## src/rtl/pd_math.sv

```systemverilog
// Per-axis P/D term generator: saturated attitude error feeds a 5/8 P term
// and a gained D term taken against an error sample D_QUEUE_DEPTH updates old.
// Two-stage pipeline, 2 cycles vld -> out_vld, no back-pressure (a sample every cycle is fine).
module pd_math #(
  parameter int         D_QUEUE_DEPTH = 12,
  parameter logic [4:0] D_COEFF       = 5'd7
) (
  input  logic               clk,
  input  logic               rst,
  input  logic               vld,
  input  logic signed [15:0] actual,
  input  logic signed [15:0] desired,
  output logic signed [9:0]  pterm,
  output logic signed [12:0] dterm,
  output logic               out_vld
);

  logic signed [16:0] diff_d;
  logic signed [9:0]  err_d;
  logic signed [9:0]  err_q;
  logic               s1_vld_q;

  logic signed [9:0]  queue_q [D_QUEUE_DEPTH];
  logic signed [9:0]  pterm_d, pterm_q;
  logic signed [10:0] d_diff;
  logic signed [6:0]  d_sat;
  logic signed [12:0] dterm_d, dterm_q;
  logic               out_vld_q;

  // Widen to 17 bits before subtracting so extreme angle pairs never wrap.
  assign diff_d = {actual[15], actual} - {desired[15], desired};

  // Clamp the raw error into the 10-bit working range.
  always_comb begin
    err_d = diff_d[9:0];
    if (diff_d > 17'sd511) begin
      err_d = 10'sd511;
    end else if (diff_d < -17'sd512) begin
      err_d = -10'sd512;
    end
  end

  // Stage 1: capture the saturated error and flag it for stage 2.
  always_ff @(posedge clk or posedge rst) begin
    if (rst) begin
      err_q    <= '0;
      s1_vld_q <= 1'b0;
    end else begin
      s1_vld_q <= vld;
      if (vld) begin
        err_q <= err_d;
      end
    end
  end

  // P term: >>>1 plus >>>3 approximates 5/8 and stays within 10 bits.
  assign pterm_d = (err_q >>> 1) + (err_q >>> 3);

  // D term differences against the oldest history entry, before this update shifts it out.
  assign d_diff = {err_q[9], err_q} - {queue_q[D_QUEUE_DEPTH-1][9], queue_q[D_QUEUE_DEPTH-1]};

  // Clamp the difference to 7 bits so the gained product fits in 13 bits.
  always_comb begin
    d_sat = d_diff[6:0];
    if (d_diff > 11'sd63) begin
      d_sat = 7'sd63;
    end else if (d_diff < -11'sd64) begin
      d_sat = -7'sd64;
    end
  end

  // Signed difference times zero-extended unsigned gain; the low 13 bits are exact.
  assign dterm_d = {{6{d_sat[6]}}, d_sat} * {8'd0, D_COEFF};

  // Stage 2: register P/D terms and the output strobe.
  always_ff @(posedge clk or posedge rst) begin
    if (rst) begin
      pterm_q   <= '0;
      dterm_q   <= '0;
      out_vld_q <= 1'b0;
    end else begin
      out_vld_q <= s1_vld_q;
      if (s1_vld_q) begin
        pterm_q <= pterm_d;
        dterm_q <= dterm_d;
      end
    end
  end

  // Error history: shifts once per stage-2 update; zeros after reset act as the start-up reference.
  always_ff @(posedge clk or posedge rst) begin
    if (rst) begin
      for (int i = 0; i < D_QUEUE_DEPTH; i++) begin
        queue_q[i] <= '0;
      end
    end else if (s1_vld_q) begin
      queue_q[0] <= err_q;
      for (int i = 1; i < D_QUEUE_DEPTH; i++) begin
        queue_q[i] <= queue_q[i-1];
      end
    end
  end

  assign pterm   = pterm_q;
  assign dterm   = dterm_q;
  assign out_vld = out_vld_q;

endmodule
```

## config.mk

```make
export PLATFORM = sky130hd
export DESIGN_NAME = pd_math
export DESIGN_NICKNAME = d
export VERILOG_FILES = /design/src/rtl/pd_math.sv
export SDC_FILE = /design/constraint.sdc
export NUM_CORES = 1
export LEC_CHECK = 0
export BUFFER_PORTS_ARGS = -buffer_cell sky130_fd_sc_hd__buf_2
export CORE_MARGIN = 2
export CORE_UTILIZATION = 58
export DETAILED_ROUTE_END_ITERATION = 6
export PLACE_DENSITY_LB_ADDON = 0.3
export SYNTH_ARGS = -nofsm -noshare
export SYNTH_HDL_FRONTEND = slang
export SYNTH_SLANG_ARGS = --single-unit
```

## constraint.sdc

```tcl
create_clock -name clk -period 6.7 [get_ports clk]
set_input_delay 1.34 -clock clk [delete_from_list [all_inputs] [get_ports clk]]
set_output_delay 1.34 -clock clk [all_outputs]
set_load 0.05 [all_outputs]
```

* Word-level counts from Yosys, hierarchy flattened
Cells that the tools add are included.
** Word-level totals
- Logic and storage cells :: 29
- Bits in registers :: 155
- Bits of input ports :: 35
** Operators by class
- Add/sub/neg operators :: 3
- Magnitude comparators :: 4
- Multiply operators :: 1
- Mux-type cells :: 4
** Operators by type and width (count)
- 10-bit two-way mux :: 2
- 17-bit by 10-bit > comparator with 1-bit output (second input constant) :: 1
- 17-bit by 10-bit less-than comparator with 1-bit output (second input constant) :: 1
- 16-bit by 16-bit subtractor with 17-bit output :: 1
- 7-bit two-way mux :: 2
- 11-bit by 7-bit > comparator with 1-bit output (second input constant) :: 1
- 11-bit by 7-bit less-than comparator with 1-bit output (second input constant) :: 1
- 7-bit by 4-bit multiplier with 11-bit output (second input constant) :: 1
- 10-bit by 10-bit subtractor with 11-bit output :: 1
- 9-bit by 7-bit adder with 10-bit output :: 1

* Longest topological paths before layout
Gate-level depths: netlist of run 1.
- Word-level depth :: 5
- Mapped depth :: 26

* Worst setup path after synthesis of run 1
Ideal clock, no wire load.
- Path type :: register -> register
- From :: register err_q[0]
- To :: register dterm_q[9] (netlist: dterm[9])
- Buffers on the path :: 0
- Required time :: 6.573 ns
- Stages on the path, launching flop included :: 23
- Setup slack :: 1.590 ns
- Arrival :: 4.983 ns
- Clock period less this slack :: 5.110 ns
- Setup time :: 0.127 ns
- Cell sequence :: dfrtp_1 inv_1 ha_1 inv_1 fa_1 a21o_1 a311o_1 a31o_1 o31a_2 o21ai_0 ha_1 xor2_1 xnor2_1 inv_1 ha_1 a31o_2 a21o_1 a41oi_1 a211oi_1 a41oi_1 o41a_1 a211oi_1 nand3b_1
** Between the ends
- Cells in the longest elaborated chain, start to end :: 5
- Elaborated cells on any way between the ends :: 6
- Classes of those cells :: 1 x add/sub; 1 x mul; 2 x order compare; 2 x mux
** RTL lines
- start, declared :: RTL line 20 : logic signed [9:0] err_q;
- start signal, assigned :: RTL line 51 : err_q <= err_d;
- 10-bit by 10-bit subtractor with 11-bit output * :: RTL line 60 : assign d_diff = {err_q[9], err_q} - {queue_q[D_QUEUE_DEPTH-1][9], queue_q[D_QUEUE_DEPTH-1]};
- 11-bit by 7-bit less-than comparator with 1-bit output :: RTL line 67 : end else if (d_diff < -11'sd64) begin
- 7-bit two-way mux :: RTL line 67
- 7-bit two-way mux * :: RTL line 65 : if (d_diff > 11'sd63) begin
- 7-bit by 4-bit multiplier with 11-bit output * :: RTL line 73 : assign dterm_d = {{6{d_sat[6]}}, d_sat} * {8'd0, D_COEFF};
- end signal, assigned :: RTL line 85 : dterm_q <= dterm_d;
- end, declared :: RTL line 27 : logic signed [12:0] dterm_d, dterm_q;
Mark *: on every way between the ends. The rest lies on a longest branch, timed or not.
A chain may end at the register's enable or synchronous reset.

* Worst setup path after layout of run 1
- From :: register err_q[4]
- To :: register dterm_q[9] (netlist: dterm[9])
Same word-level chain as after synthesis.

==> flow_summary.toml, run 1 <==
[setup_path]
required_ns = 7.00
worstSetupPathType = "reg2reg"
critPathTopFamily = "compound AO/OA/AOI/OAI gates"
cp_slowest_cell = "a41oi_1"
cp-end-kind = "register"
cp_max_fo = 12
path_cells = "ha_1, a21o_1, a311oi_1, o21ai_1, and2_1, clkinv_1, o31a_2, o21ai_0, ha_1, xor2_1, xnor2_1, inv_1, ha_1, a31o_2, a21o_1, a41oi_1, a211oi_1, a41oi_1, o41a_1, a211oi_1, nand3b_1"
slowest_delay_ns = 0.49
critPathMostFrequentCell = "ha_1"
crit_buf_inv = 2
startpoint_type = "register"
arrival_ns = 6.14

[clocking]
h-tree-depth = 4
cts_buffer_depth = 2
cts_tree = "done"
numClockSinks = 152
cts_hold_buf = 0
cts_buffers = 17
clkLatencyLatePin_ns = 0.43
clk_pin_slew_worst_paths_ns = 0.06
postCtsSetupRepairBufs = 0
cts_root_buffer = "clkbuf_16"
cts_resized = 0

[sta]
rsz0062_at_grt = "no"
max_freq_ghz = 0.171
tns_ns = 0
setup_violations = 0
finalHoldViolCount = 0
slew_headroom_pct = 35.6
worst_pin_slew_ns = 0.967
timing.final.crit_share_pct = 87.1
fin_worst_skew_ns = 0.00604
drv_slew = 0
fin_crit_ns = 5.83

[layout]
area_delta_synth_final_pct = 12.4
mostFrequentLayoutCells = "dfrtp_1, mux2_2, buf_2, inv_1, ha_1"
final_common_cell = "dfrtp_1"
drive_gt1_share_pct = 31.4
antenna_cells = 0
regArea_um2 = 3810
nFillCells = 1050
layout.nets = 862
multi_input_area_um2 = 4250

[floorplanning]
io_pins = 59
die_h_um = 124
core_um2 = 14000
start_util_pct = 60.0
rows = 43
die-area_um2 = 15500
dieWidth_um = 124

[route]
routed_wl_mm = 15.6
num_vias = 5566
drc = 0
via_per_inst = 5.77
ant_nets = 0
first_iter_violations = 345
dr.pass1.iters = 5
wire_per_inst_um = 16.2

[placement]
io_buffers = 58
dpl.hpwl_mm = 11.0
place.gp.congestion = 0.840

[yosys]
syn_nets = 811
syn_area_um2 = 8390
yosysWarnings = 0
syn_area_per_cell_um2 = 11.7
postSynth.asyncResetShare_pct = 100
synth_ff_type = "dfrtp_1"
ys_seq_elements = 152
synth_cell_type_count = 82
ys_seq_area_share_pct = 45.3
netlist_instances = 720
synth-edff-count = 0

[grt]
grt-ovfl-total = 0
grt_first_pass_wirelength_mm = 26.7
grt_use_total_pct = 21.0
grt_max_degree = 108
antenna_found_initial = 0
grt_pass1_vias = 5722

[outcome]
status = "complete, no violations"

[flow_run]
cap_violations = 0

[hold_path]
hp-class = "reg2reg"
-- per-layer routing --
layer	wire [um]	share of wire [%]	vias to the layer above	GRT usage [%]
met1	7090	45	2764	27.3
met3	458	2.9	21	4.25
met5	0	0	-	0
li1	-	-	2694	-
met4	266	1.7	0	7.67
met2	7790	50	87	34.9
-- cell type report --
class | count | area share, %
multi-input cells | 486 | 45.1
flip-flops and latches | 152 | 40.3
clock buffers | 17 | 4.51
repair buffers | 60 | 3.24
well taps | 180 | 2.39
clock inverters | 15 | 2.25
inverters | 54 | 2.20
-- flip-flops by register name, indices dropped and copies added (netlist names) --
name and cells:
s1_vld_q 1, pterm 10, queue_q 119, out_vld 1
dterm 11, err_q 10
-- cell usage after synthesis, types with 4 or more instances --
master,instances,area share (%)
dfrtp_1,152,45
mux2_2,123,17
inv_1,53,2.4
ha_1,49,7.3
o21ai_0,37,2.2
nand2_1,32,1.4
nor2_1,29,1.3
a21oi_1,28,1.7
clkbuf_1,19,0.85
xnor2_1,16,1.7
a21o_1,14,1.3
xor2_1,10,1.0
o21a_1,9,0.80
nor3_1,8,0.48
and3_1,7,0.52
fa_1,7,1.7
nand3_1,7,0.42
o22ai_1,7,0.52
a211oi_1,6,0.54
nand2b_1,6,0.45
buf_4,5,0.45
nor2b_1,5,0.37
o211ai_1,5,0.45
nand4_1,4,0.30
o32ai_1,4,0.42
-- cells by family (layout without fill, tap and decap cells) --
family | Yosys count | count (layout) | share of synthesized area, %
multiplexers | 125 | 125 | 16.7
XOR/XNOR | 29 | 29 | 3.37
flip-flops | 152 | 152 | 45.3
buffers and inverters | 82 | 146 | 4.02
adder cells (fa/ha/maj) | 56 | 56 | 8.97
AO/OA/AOI/OAI | 157 | 157 | 13.9
AND/OR/NAND/NOR | 119 | 119 | 7.72
-- final timing paths --
| path | from | end | slack, ns | cells after the start |
|---|---|---|---|---|
| worst max-delay path | err_q[4] | dterm[9] | 0.87 | 21 |
| worst min register to register | queue_q[19] | queue_q[9] | 0.49 | 2 |
| max in group asynchronous | rst | queue_q[69] | 4.49 | 3 |
| worst max register to register | err_q[4] | dterm[9] | 0.87 | 21 |
| worst min-delay path | queue_q[19] | queue_q[9] | 0.49 | 2 |
| min in group asynchronous | rst | queue_q[37] | 1.10 | 2 |
-- through the flow --
stage	setup WS (ns)	util [%]	area, um2	hold WS [ns]	cells
global placement	1.25	62.9	8800	0.471	932
detailed placement	1.03	62.9	8800	0.475	932
CTS	0.948	67.5	9440	0.489	964
floorplan	1.27	-	8390	0.352	720
global route	0.453	67.5	9440	0.508	964
finish	0.867	67.5	9440	0.485	964
-- worst register-to-register path: cells and delay by family (launching register included) --
kind	cells	cell delay (ns)
fa+ha+maj	3	1.08
flops	1	0.46
simple gates	2	0.51
compound gates	12	2.76
xor+xnor	2	0.41
buf+inv	2	0.49
Power of run 1 is left out: the tool's default activity adds up to more than one toggle a clock period on the data nets, which glitch-free logic cannot reach.
==> run 2, diff against run 1 <==
--- a/config.mk
+++ b/config.mk
@@ -6,8 +6,10 @@
 export NUM_CORES = 1
 export LEC_CHECK = 0
 export BUFFER_PORTS_ARGS = -buffer_cell sky130_fd_sc_hd__buf_2
+export CELL_PAD_IN_SITES_DETAIL_PLACEMENT = 0
+export CELL_PAD_IN_SITES_GLOBAL_PLACEMENT = 2
 export CORE_MARGIN = 2
-export CORE_UTILIZATION = 58
+export CORE_UTILIZATION = 42
 export DETAILED_ROUTE_END_ITERATION = 6
 export PLACE_DENSITY_LB_ADDON = 0.3
 export SYNTH_ARGS = -nofsm -noshare
==> run 2 against run 1 <==
Fmax rose by 0.88%. Utilization fell by 19 points. Final cell count rose by 8.8%. Flip-flop and latch count did not move. Register-to-register slack improved by 0.05 ns. Design area rose by 0.74%. Via count fell by 1.5%. Clock skew rose by 0.011 ns. Critical path depth did not move. Largest cell class unchanged. Global-route usage fell by 5.1 points. Highest routed layer unchanged. Non-clock buffer count did not move. Die area rose by 37%.
==> flow_summary.toml, run 2 (synthesis results as in run 1) <==
[sta]
fin_worst_skew_ns = 0.0167
timing.final.crit_share_pct = 86.3
finalHoldViolCount = 0
rsz0062_at_grt = "no"
setup_ws_ns = 0.918
worst_pin_slew_ns = 0.964
fin_crit_ns = 5.78
slew_headroom_pct = 35.8
whs_ns = 0.485
tns_ns = 0
setup_violations = 0
max_freq_ghz = 0.173
drv_slew = 0

[clocking]
cts_hold_buf = 0
cts_root_buffer = "clkbuf_16"
h-tree-depth = 4
clkLatencyLatePin_ns = 0.42
numClockSinks = 152
cts_buffers = 17
clk_pin_slew_worst_paths_ns = 0.06
cts_tree = "done"
postCtsSetupRepairBufs = 0
cts_buffer_depth = 2
cts_resized = 0

[route]
wire_per_inst_um = 15.3
num_vias = 5481
first_iter_violations = 215
via_per_inst = 5.22
drc = 0
dr.pass1.iters = 4
ant_nets = 0
routed_wl_mm = 16.0

[outcome]
status = "complete, no violations"

[placement]
io_buffers = 58
dp_slack_ns = 0.959
dpl.hpwl_mm = 11.7
place.gp.congestion = 0.832

[layout]
layout.nets = 862
area_delta_synth_final_pct = 13.3
antenna_cells = 0
drive_gt1_share_pct = 31.4
largest_reg_flops = 119
final_common_cell = "dfrtp_1"
regMostFlops = "queue_q"
mostFrequentLayoutCells = "dfrtp_1, mux2_2, buf_2, inv_1, ha_1"

[floorplanning]
rows = 51
dieWidth_um = 145
die-area_um2 = 21100
io_pins = 59
core_um2 = 19500
start_util_pct = 43.0
die_h_um = 145

[hold_path]
min-delay-start = "queue_q[11]"
hp-class = "reg2reg"

[grt]
grt_use_total_pct = 15.9
busiest_layer = "met2"
use_met1_pct = 19.8
grt_first_pass_wirelength_mm = 27.5
antenna_found_initial = 0
met3_usage_pct = 3.32
grt-ovfl-total = 0
grt_pass1_vias = 5637
grt_max_degree = 88
met2_usage_pct = 27.7

[setup_path]
cp_max_fo = 12
required_ns = 7.00
worstSetupPathType = "reg2reg"
arrival_ns = 6.08
startpoint_type = "register"
crit_start = "err_q[4]"
r2r_start = "err_q[4]"
cp-end-kind = "register"

[flow_run]
cap_violations = 0
==> run 2: per-stage QoR <==
stage | std cells | util, % | instance area [um2]
after global routing | 1049 | 48.7 | 9510
after CTS | 1049 | 48.7 | 9510
after floorplan | 720 | - | 8390
after global placement | 1017 | 45.6 | 8900
after detailed placement | 1017 | 45.6 | 8900
final | 1049 | 48.7 | 9510
==> run 2: routing by layer <==
layer | up-vias | routed length (um)
met5 | - | 0
met1 | 2708 | 7210
li1 | 2696 | -
met2 | 63 | 8200
met4 | 0 | 220
met3 | 14 | 369
==> run 2: path summary, 6_finish.rpt <==
path / end / slack (ns) / cells past startpoint
min: queue_q[1] / 0.49 / 2
max reg2reg: dterm[9] / 0.92 / 21
min in group asynchronous: queue_q[78] / 1.04 / 2
max: dterm[9] / 0.92 / 21
max in group asynchronous: dterm[1] / 4.29 / 3
min reg2reg: queue_q[1] / 0.49 / 2
==> run 2: layout make-up <==
type | count | area [um2]
clock buffers | 19 | 453
multi-input cells | 486 | 4250
clock inverters | 13 | 149
well taps | 265 | 332
fillers | 1818 | 10000
flip-flops and latches | 152 | 3810
repair buffers | 60 | 305
inverters | 54 | 208
==> run 2: worst max-delay path, cell delays in order, from the launching register on <==
cell and delay (ns):
dfrtp_1 0.46, ha_1 0.44, a21o_1 0.27, a311oi_1 0.09
o21ai_1 0.20, and2_1 0.32, clkinv_1 0.38, o31a_2 0.29
o21ai_0 0.40, ha_1 0.35, xor2_1 0.17, xnor2_1 0.27
inv_1 0.08, ha_1 0.29, a31o_2 0.23, a21o_1 0.21
a41oi_1 0.44, a211oi_1 0.11, a41oi_1 0.23, o41a_1 0.19
a211oi_1 0.08, nand3b_1 0.16
Power of run 2 is left out for the same reason.
